**src/rtl/mont_exp_ctrl_pkg.sv**
```systemverilog
// Shared types and constants for the modular-exponentiation sequencer.
package mont_exp_ctrl_pkg;

    localparam int unsigned DATA_W_DEF = 256;
    localparam int unsigned EXP_W_DEF  = 32;
    localparam int unsigned CNT_W      = 8;

    // Sequencer states; W_* states wait for the multiplier's done pulse.
    typedef enum logic [3:0] {
        ST_IDLE     = 4'd0,
        ST_SCAN     = 4'd1,
        ST_CONV_IN  = 4'd2,
        ST_W_CIN    = 4'd3,
        ST_SQR      = 4'd4,
        ST_W_SQR    = 4'd5,
        ST_MUL      = 4'd6,
        ST_W_MUL    = 4'd7,
        ST_CONV_OUT = 4'd8,
        ST_W_COUT   = 4'd9,
        ST_DONE     = 4'd10
    } state_e;

    // Tag of the multiplication currently issued, for debug visibility.
    typedef enum logic [1:0] {
        OP_CIN  = 2'd0,
        OP_SQR  = 2'd1,
        OP_MUL  = 2'd2,
        OP_COUT = 2'd3
    } mm_op_e;

    // Operation counter increment that sticks at all-ones.
    function automatic logic [CNT_W-1:0] sat_inc(input logic [CNT_W-1:0] c);
        return (c == '1) ? c : c + CNT_W'(1);
    endfunction

endpackage

```
**src/rtl/mont_exp_ctrl_if.sv**
```systemverilog
// Start/done handshake bus between the sequencer and a Montgomery multiplier core.
interface mont_exp_ctrl_if #(
    parameter int unsigned DATA_W = 256
);
    logic                       mm_start;
    logic [DATA_W-1:0]          mm_a;
    logic [DATA_W-1:0]          mm_b;
    mont_exp_ctrl_pkg::mm_op_e  mm_op;
    logic                       mm_done;
    logic [DATA_W-1:0]          mm_res;

    modport master (
        output mm_start, mm_a, mm_b, mm_op,
        input  mm_done, mm_res
    );

    modport slave (
        input  mm_start, mm_a, mm_b, mm_op,
        output mm_done, mm_res
    );
endinterface

```
**src/rtl/mont_exp_ctrl.sv**
```systemverilog
// Left-to-right square-and-multiply sequencer driving one shared Montgomery multiplier.
module mont_exp_ctrl
    import mont_exp_ctrl_pkg::*;
#(
    parameter int unsigned DATA_W  = DATA_W_DEF,
    parameter int unsigned EXP_W   = EXP_W_DEF,
    parameter bit          SKIP_LZ = 1'b1
) (
    input  logic              clk,
    input  logic              rstn,
    input  logic              start,
    input  logic [DATA_W-1:0] base,
    input  logic [EXP_W-1:0]  exp,
    input  logic [DATA_W-1:0] r2,
    input  logic [DATA_W-1:0] one_m,
    output logic              busy,
    output logic              done,
    output logic [DATA_W-1:0] result,
    output logic [CNT_W-1:0]  mm_cnt,
    mont_exp_ctrl_if.master   mm
);

    localparam int unsigned IDX_W = (EXP_W > 1) ? $clog2(EXP_W) : 1;

    state_e            r_state, w_state_nxt;
    logic [DATA_W-1:0] r_base, w_base;
    logic [DATA_W-1:0] r_r2, w_r2;
    logic [DATA_W-1:0] r_acc, w_acc;
    logic [DATA_W-1:0] r_base_m, w_base_m;
    logic [DATA_W-1:0] r_result, w_result;
    logic [DATA_W-1:0] r_mm_a, w_mm_a;
    logic [DATA_W-1:0] r_mm_b, w_mm_b;
    logic [EXP_W-1:0]  r_exp, w_exp;
    logic [IDX_W-1:0]  r_idx, w_idx;
    logic [CNT_W-1:0]  r_cnt, w_cnt;
    mm_op_e            r_mm_op, w_mm_op;
    logic              r_busy, w_busy;
    logic              r_done, w_done;
    logic              r_mm_start, w_mm_start;
    logic              w_cur_bit;
    logic              w_idx_zero;
    logic              w_exp_zero;

    assign w_cur_bit  = r_exp[r_idx];
    assign w_idx_zero = (r_idx == '0);
    assign w_exp_zero = (r_exp == '0);

    // State register.
    always_ff @(posedge clk or negedge rstn) begin
        if (!rstn) begin
            r_state <= ST_IDLE;
        end else begin
            r_state <= w_state_nxt;
        end
    end

    // Next-state logic; the NEXT decision is folded into the W_SQR/W_MUL exits.
    always_comb begin
        w_state_nxt = r_state;
        unique case (r_state)
            ST_IDLE:     if (start) w_state_nxt = ST_SCAN;
            ST_SCAN: begin
                if (!SKIP_LZ)                    w_state_nxt = ST_CONV_IN;
                else if (w_exp_zero)             w_state_nxt = ST_CONV_OUT;
                else if (w_cur_bit || w_idx_zero) w_state_nxt = ST_CONV_IN;
            end
            ST_CONV_IN:  w_state_nxt = ST_W_CIN;
            ST_W_CIN:    if (mm.mm_done) w_state_nxt = ST_SQR;
            ST_SQR:      w_state_nxt = ST_W_SQR;
            ST_W_SQR: begin
                if (mm.mm_done) begin
                    if (w_cur_bit)       w_state_nxt = ST_MUL;
                    else if (w_idx_zero) w_state_nxt = ST_CONV_OUT;
                    else                 w_state_nxt = ST_SQR;
                end
            end
            ST_MUL:      w_state_nxt = ST_W_MUL;
            ST_W_MUL: begin
                if (mm.mm_done) w_state_nxt = w_idx_zero ? ST_CONV_OUT : ST_SQR;
            end
            ST_CONV_OUT: w_state_nxt = ST_W_COUT;
            ST_W_COUT:   if (mm.mm_done) w_state_nxt = ST_DONE;
            ST_DONE:     w_state_nxt = ST_IDLE;
            default:     w_state_nxt = ST_IDLE;
        endcase
    end

    // Datapath and output next values; mm_start is a one-cycle pulse per issue state.
    always_comb begin
        w_base     = r_base;
        w_r2       = r_r2;
        w_acc      = r_acc;
        w_base_m   = r_base_m;
        w_result   = r_result;
        w_mm_a     = r_mm_a;
        w_mm_b     = r_mm_b;
        w_exp      = r_exp;
        w_idx      = r_idx;
        w_cnt      = r_cnt;
        w_mm_op    = r_mm_op;
        w_busy     = r_busy;
        w_done     = 1'b0;
        w_mm_start = 1'b0;
        unique case (r_state)
            ST_IDLE: begin
                if (start) begin
                    w_base = base;
                    w_exp  = exp;
                    w_r2   = r2;
                    w_acc  = one_m;
                    w_idx  = IDX_W'(EXP_W - 1);
                    w_cnt  = '0;
                    w_busy = 1'b1;
                end
            end
            ST_SCAN: begin
                if (SKIP_LZ && !w_cur_bit && !w_idx_zero) w_idx = r_idx - IDX_W'(1);
            end
            ST_CONV_IN: begin
                w_mm_start = 1'b1;
                w_mm_a     = r_base;
                w_mm_b     = r_r2;
                w_mm_op    = OP_CIN;
                w_cnt      = sat_inc(r_cnt);
            end
            ST_W_CIN: begin
                if (mm.mm_done) w_base_m = mm.mm_res;
            end
            ST_SQR: begin
                w_mm_start = 1'b1;
                w_mm_a     = r_acc;
                w_mm_b     = r_acc;
                w_mm_op    = OP_SQR;
                w_cnt      = sat_inc(r_cnt);
            end
            ST_W_SQR: begin
                if (mm.mm_done) begin
                    w_acc = mm.mm_res;
                    if (!w_cur_bit && !w_idx_zero) w_idx = r_idx - IDX_W'(1);
                end
            end
            ST_MUL: begin
                w_mm_start = 1'b1;
                w_mm_a     = r_acc;
                w_mm_b     = r_base_m;
                w_mm_op    = OP_MUL;
                w_cnt      = sat_inc(r_cnt);
            end
            ST_W_MUL: begin
                if (mm.mm_done) begin
                    w_acc = mm.mm_res;
                    if (!w_idx_zero) w_idx = r_idx - IDX_W'(1);
                end
            end
            ST_CONV_OUT: begin
                w_mm_start = 1'b1;
                w_mm_a     = r_acc;
                w_mm_b     = DATA_W'(1);
                w_mm_op    = OP_COUT;
                w_cnt      = sat_inc(r_cnt);
            end
            ST_W_COUT: begin
                if (mm.mm_done) begin
                    w_result = mm.mm_res;
                    w_done   = 1'b1;
                    w_busy   = 1'b0;
                end
            end
            default: ;
        endcase
    end

    // Datapath and output registers.
    always_ff @(posedge clk or negedge rstn) begin
        if (!rstn) begin
            r_base     <= '0;
            r_r2       <= '0;
            r_acc      <= '0;
            r_base_m   <= '0;
            r_result   <= '0;
            r_mm_a     <= '0;
            r_mm_b     <= '0;
            r_exp      <= '0;
            r_idx      <= '0;
            r_cnt      <= '0;
            r_mm_op    <= OP_CIN;
            r_busy     <= 1'b0;
            r_done     <= 1'b0;
            r_mm_start <= 1'b0;
        end else begin
            r_base     <= w_base;
            r_r2       <= w_r2;
            r_acc      <= w_acc;
            r_base_m   <= w_base_m;
            r_result   <= w_result;
            r_mm_a     <= w_mm_a;
            r_mm_b     <= w_mm_b;
            r_exp      <= w_exp;
            r_idx      <= w_idx;
            r_cnt      <= w_cnt;
            r_mm_op    <= w_mm_op;
            r_busy     <= w_busy;
            r_done     <= w_done;
            r_mm_start <= w_mm_start;
        end
    end

    assign busy        = r_busy;
    assign done        = r_done;
    assign result      = r_result;
    assign mm_cnt      = r_cnt;
    assign mm.mm_start = r_mm_start;
    assign mm.mm_a     = r_mm_a;
    assign mm.mm_b     = r_mm_b;
    assign mm.mm_op    = r_mm_op;

endmodule

```
**src/flat_wrapper.sv**
```systemverilog
// flat-port wrapper written by rule: the top's interface ports become plain ports
module mont_exp_ctrl_flat import mont_exp_ctrl_pkg::*;
#(
    parameter int unsigned DATA_W  = DATA_W_DEF,
    parameter int unsigned EXP_W   = EXP_W_DEF,
    parameter bit          SKIP_LZ = 1'b1
)
  (clk, rstn, start, base, exp, r2, one_m, busy, done, result, mm_cnt, mm_mm_start, mm_mm_a, mm_mm_b, mm_mm_op, mm_mm_done, mm_mm_res);
  mont_exp_ctrl_if #(.DATA_W(DATA_W)) mm_i ();
  input  logic clk;
  input  logic rstn;
  input  logic start;
  input  logic [DATA_W-1:0] base;
  input  logic [EXP_W-1:0] exp;
  input  logic [DATA_W-1:0] r2;
  input  logic [DATA_W-1:0] one_m;
  output logic busy;
  output logic done;
  output logic [DATA_W-1:0] result;
  output logic [CNT_W-1:0] mm_cnt;
  output wire logic [$bits(mm_i.mm_start)-1:0] mm_mm_start;
  output wire logic [$bits(mm_i.mm_a)-1:0] mm_mm_a;
  output wire logic [$bits(mm_i.mm_b)-1:0] mm_mm_b;
  output wire logic [$bits(mm_i.mm_op)-1:0] mm_mm_op;
  input wire logic [$bits(mm_i.mm_done)-1:0] mm_mm_done;
  input wire logic [$bits(mm_i.mm_res)-1:0] mm_mm_res;
  assign mm_mm_start = mm_i.mm_start;
  assign mm_mm_a = mm_i.mm_a;
  assign mm_mm_b = mm_i.mm_b;
  assign mm_mm_op = mm_i.mm_op;
  assign mm_i.mm_done = mm_mm_done;
  assign mm_i.mm_res = mm_mm_res;
  mont_exp_ctrl #(.DATA_W(DATA_W), .EXP_W(EXP_W), .SKIP_LZ(SKIP_LZ)) u_core (.clk(clk), .rstn(rstn), .start(start), .base(base), .exp(exp), .r2(r2), .one_m(one_m), .busy(busy), .done(done), .result(result), .mm_cnt(mm_cnt), .mm(mm_i));
endmodule
```
**config.mk**
```make
export PLATFORM = sky130hd
export DESIGN_NAME = mont_exp_ctrl_flat
export DESIGN_NICKNAME = d
export VERILOG_FILES = /design/src/rtl/mont_exp_ctrl_pkg.sv /design/src/rtl/mont_exp_ctrl_if.sv /design/src/rtl/mont_exp_ctrl.sv /design/src/flat_wrapper.sv
export SDC_FILE = /design/constraint.sdc
export NUM_CORES = 2
export LEC_CHECK = 0
export ABC_AREA = 1
export BUFFER_PORTS_ARGS = -buffer_cell sky130_fd_sc_hd__clkbuf_2
export CAP_MARGIN = 15
export CORE_AREA = 10 10 716 718
export CTS_CLUSTER_SIZE = 14
export DETAILED_ROUTE_END_ITERATION = 12
export DIE_AREA = 0 0 726 728
export HOLD_SLACK_MARGIN = 0.12
export SLEW_MARGIN = 40
export SYNTH_ARGS = -nofsm -noshare
export SYNTH_HDL_FRONTEND = slang
export SYNTH_SLANG_ARGS = --single-unit
```
**constraint.sdc**
```tcl
create_clock -name clk -period 1.83 [get_ports clk]
set_input_delay 0.2745 -clock clk [delete_from_list [all_inputs] [get_ports clk]]
set_output_delay 0.2745 -clock clk [all_outputs]
set_load 0.02 [all_outputs]
```
==> run summary <==
vias in the first global route: 81814
Layout Cells excl Fill: 19503
CP startpoint: u_core.r_state[0]
met1 Usage GRT: 23.3%
Least-Margin Pin Slew: 0.701 ns
Synthesis Warnings: 0
global route hottest layer: met2
CTS H-tree depth: 4
Clk pwr share: 20.5%
FFs w/ async S/R, synth: 100%
num rows: 259
clk slew on worst S/H paths: 0.06 ns
Comb pwr share: 48.9%
flops & latches, synth: 1846
Worst Setup End Kind: flip-flop
kind of start point of the critical path: flip-flop
Required @ worst endpoint: 2.57 ns
Final Hold Fails: 0
via count: 85167
WP data arrival: 3.04 ns
RSZ-0062 raised after global routing: true
Finish-stage setup viols: 1959
register share of total power: 30.6%
Max rail drop VDD: 0.00101 V
Sink Count: 1846
Root Driver: clkbuf_16
chip height: 728 um
largest net degree at the start of global routing: 98
Hold Crit Class: primary input to flip-flop
Setup WS pre-CTS: -0.525 ns
Slew headroom: 53.3%
worst clock skew: 0.0933 ns
share of cells above drive strength 1: 26.2%
Final Slew Violations: 0
Leakage Power: 0.0603 uW
Tmin final: 2.29 ns
post-DP HPWL: 426000 um
setup TNS: -474.66 ns
slowest stage cell, crit path: dfrtp_1
Top FF cell, synth: dfrtp_1
pwr/cell area: 1710 nW/um2
Mapped Cells: 8691
final estimated routing congestion in global placement: 0.985
initial antenna violation count: 309
f_max: 436 MHz
largest fanout on the critical path: 6
GR Layer Usage met2: 30.1%
violated checks: negative setup slack
TritonRoute pass-1 iters: 8
Worst Hold Slack: 0.210 ns
maximum root-to-sink buffer count: 4
drt drc: 0
latest clock arrival within the worst-skew pair: 0.94 ns
synth unique cells: 32
syn_nets: 9754
Cell Int Power: 126000 uW
GR Overflow Total: 0
IO buf count: 1840
CP Class: flip-flop to flip-flop
per-cell routed wire length: 28.6 um
most frequent cells in the layout: nand2_1 (2264), dfrtp_1 (1842), clkbuf_2 (1831), dlygate4sd3_1 (1505), inv_1 (1074)
Core Box Area: 497000 um2
most common cell after layout, fill and taps aside: nand2_1
Reg-to-Reg Start: u_core.r_state[0]
initial core utilization: 15.7%
drt via density: 4.37
Avg Cell Area, Syn: 8.95 um2
first-pass GRT wire length: 714000 um
Cells after DPL: 17183
Final Cycle Share: 125%
Post-Route Utilization: 25.9%
die width: 726 um
sw power: 94400 uW
switching share of power: 42.8%
IO Pins: 1841
Max Cap Viol: 0
setup ws final: -0.463 ns
CTS tree: done
Tot GR Track Use: 19.2%
Seq/Total Area, Yosys: 59.4%
worst-path cell chain: buf_6 -> inv_8 -> nor2_4 -> inv_2 -> nor3_4 -> inv_2 -> nor2_4 -> clkinv_8 -> buf_16 -> buf_12 -> clkbuf_16 -> nand2_1 -> o21ai_1
status: finished, violations left
die area: 529000 um2
min-delay src: r2[51]
drt total wl: 558000 um
P&R area growth vs syn: 65.5%
met3 Usage GRT: 6.43%
Netlist Area Pre-Place: 77800 um2
Detail Route Antenna Nets: 0
Max stage delay on crit path: 0.40 ns
Iteration-0 DRC Markers: 9930
Final #Nets: 13554
number of flops mapped to enable cells by yosys: 0
Num CTS Buffers: 215
path summary, 6_finish.rpt:
| kind | cells past startpoint | slack (ns) | end |
|---|---|---|---|
| setup / recovery | 13 | -0.46 | u_core.result[94] |
| hold / removal | 4 | 0.21 | u_core.r_r2[51] |
| setup reg to reg | 13 | -0.46 | u_core.result[94] |
| hold reg to reg | 2 | 0.47 | u_core.r_base[227] |
| max in group asynchronous | 4 | 0.71 | u_core.r_base_m[155] |
| min in group asynchronous | 3 | 0.36 | u_core.result[174] |
kinds of logic after synthesis:
group	after synthesis	synth area share (%)
xor gates and xnor gates	5	0.0563
adders and majority gates	3	0.0482
buffers and inverters	1695	8.86
DFF	1846	59.4
and+or+nand+nor	2533	12.4
AOI/OAI and AO/OA	2609	19.3
through the flow:
step                      power, uW  instance area (um2)
after floorplan              114000                77800
after global placement       155000                99100
after detailed placement     156000                99100
after CTS                    211000               124000
after global routing         232000               128000
final                        220000               129000
worst max-delay path, delay by kind of cell (launching register included):
kind                   cells  cell delay, ns
buffers and inverters      8            0.98
AND/OR/NAND/NOR            4            0.59
flip-flops                 1            0.40
AO/OA/AOI/OAI              1            0.06
power groups by stage:
stage	logic (uW)	registers [uW]	clock network, uW
floorplan	42000	72000	0
global placement	87800	66900	0
detailed placement	89000	67300	0
CTS	97900	66800	46000
global route	116000	68800	47500
finish	108000	67400	45300
synth_stat cells (3+ instances only):
cell type  count  share of area [%]
buf_4         39               0.38
clkbuf_1     241                1.2
nand4_1       10              0.080
o22ai_1      255                2.1
buf_1         19              0.092
nor2_2         4              0.032
inv_1       1076                5.2
dfrtp_1     1846                 59
buf_2        305                2.0
nand2_1     2438                 12
xor2_1         4              0.045
ha_1           3              0.048
nor2_1        32               0.15
inv_2         14              0.068
o22a_1       255                2.9
a21oi_1        4              0.026
o21ai_1      752                4.8
o211ai_1     256                2.5
nand3_1       40               0.26
o21ai_0     1081                7.0
nor2_4         4              0.058
layer usage:
layer	part of all wire, %	vias up
li1	-	36280
met1	38	41669
met2	44	5416
met3	11	1666
met4	7.1	136
met5	0.15	-
sequential cells by signal (all words and copies together), names as in the netlist, 2 cells and up:
signal / cells
u_core.r_idx: 5
u_core.mm_cnt: 8
u_core.result: 256
u_core.r_acc: 256
u_core.r_base_m: 256
u_core.mm.mm_op: 2
u_core.mm.mm_b: 256
u_core.r_base: 256
u_core.r_r2: 256
u_core.r_state: 4
u_core.mm.mm_a: 256
u_core.r_exp: 32
layout make-up:
cell class                      instances  area, um2
Multi-Input combinational cell       5150      25900
Clock inverter                         64        942
Timing Repair Buffer                 4185      36400
Timing Repair inverter                  2       40.0
Fill cell                           52737     368000
Sequential cell                      1846      46200
Antenna cell                          185        463
Clock buffer                          325       6340
Inverter                             1091       4160
Tap cell                             6655       8330
timing repair:
| action | 4_1_cts | 5_1_grt |
|---|---|---|
| pin swaps | 9 | 18 |
| hold buffers | 1505 | 0 |
| gates resized for setup | 171 | 543 |
| endpoints found under the hold margin | 3093 | 0 |
| buffers inserted | 28 | 99 |
| setup endpoints to repair | 2478 | 2397 |
| gates cloned | 43 | 83 |
(Power assumes the default switching activity.)
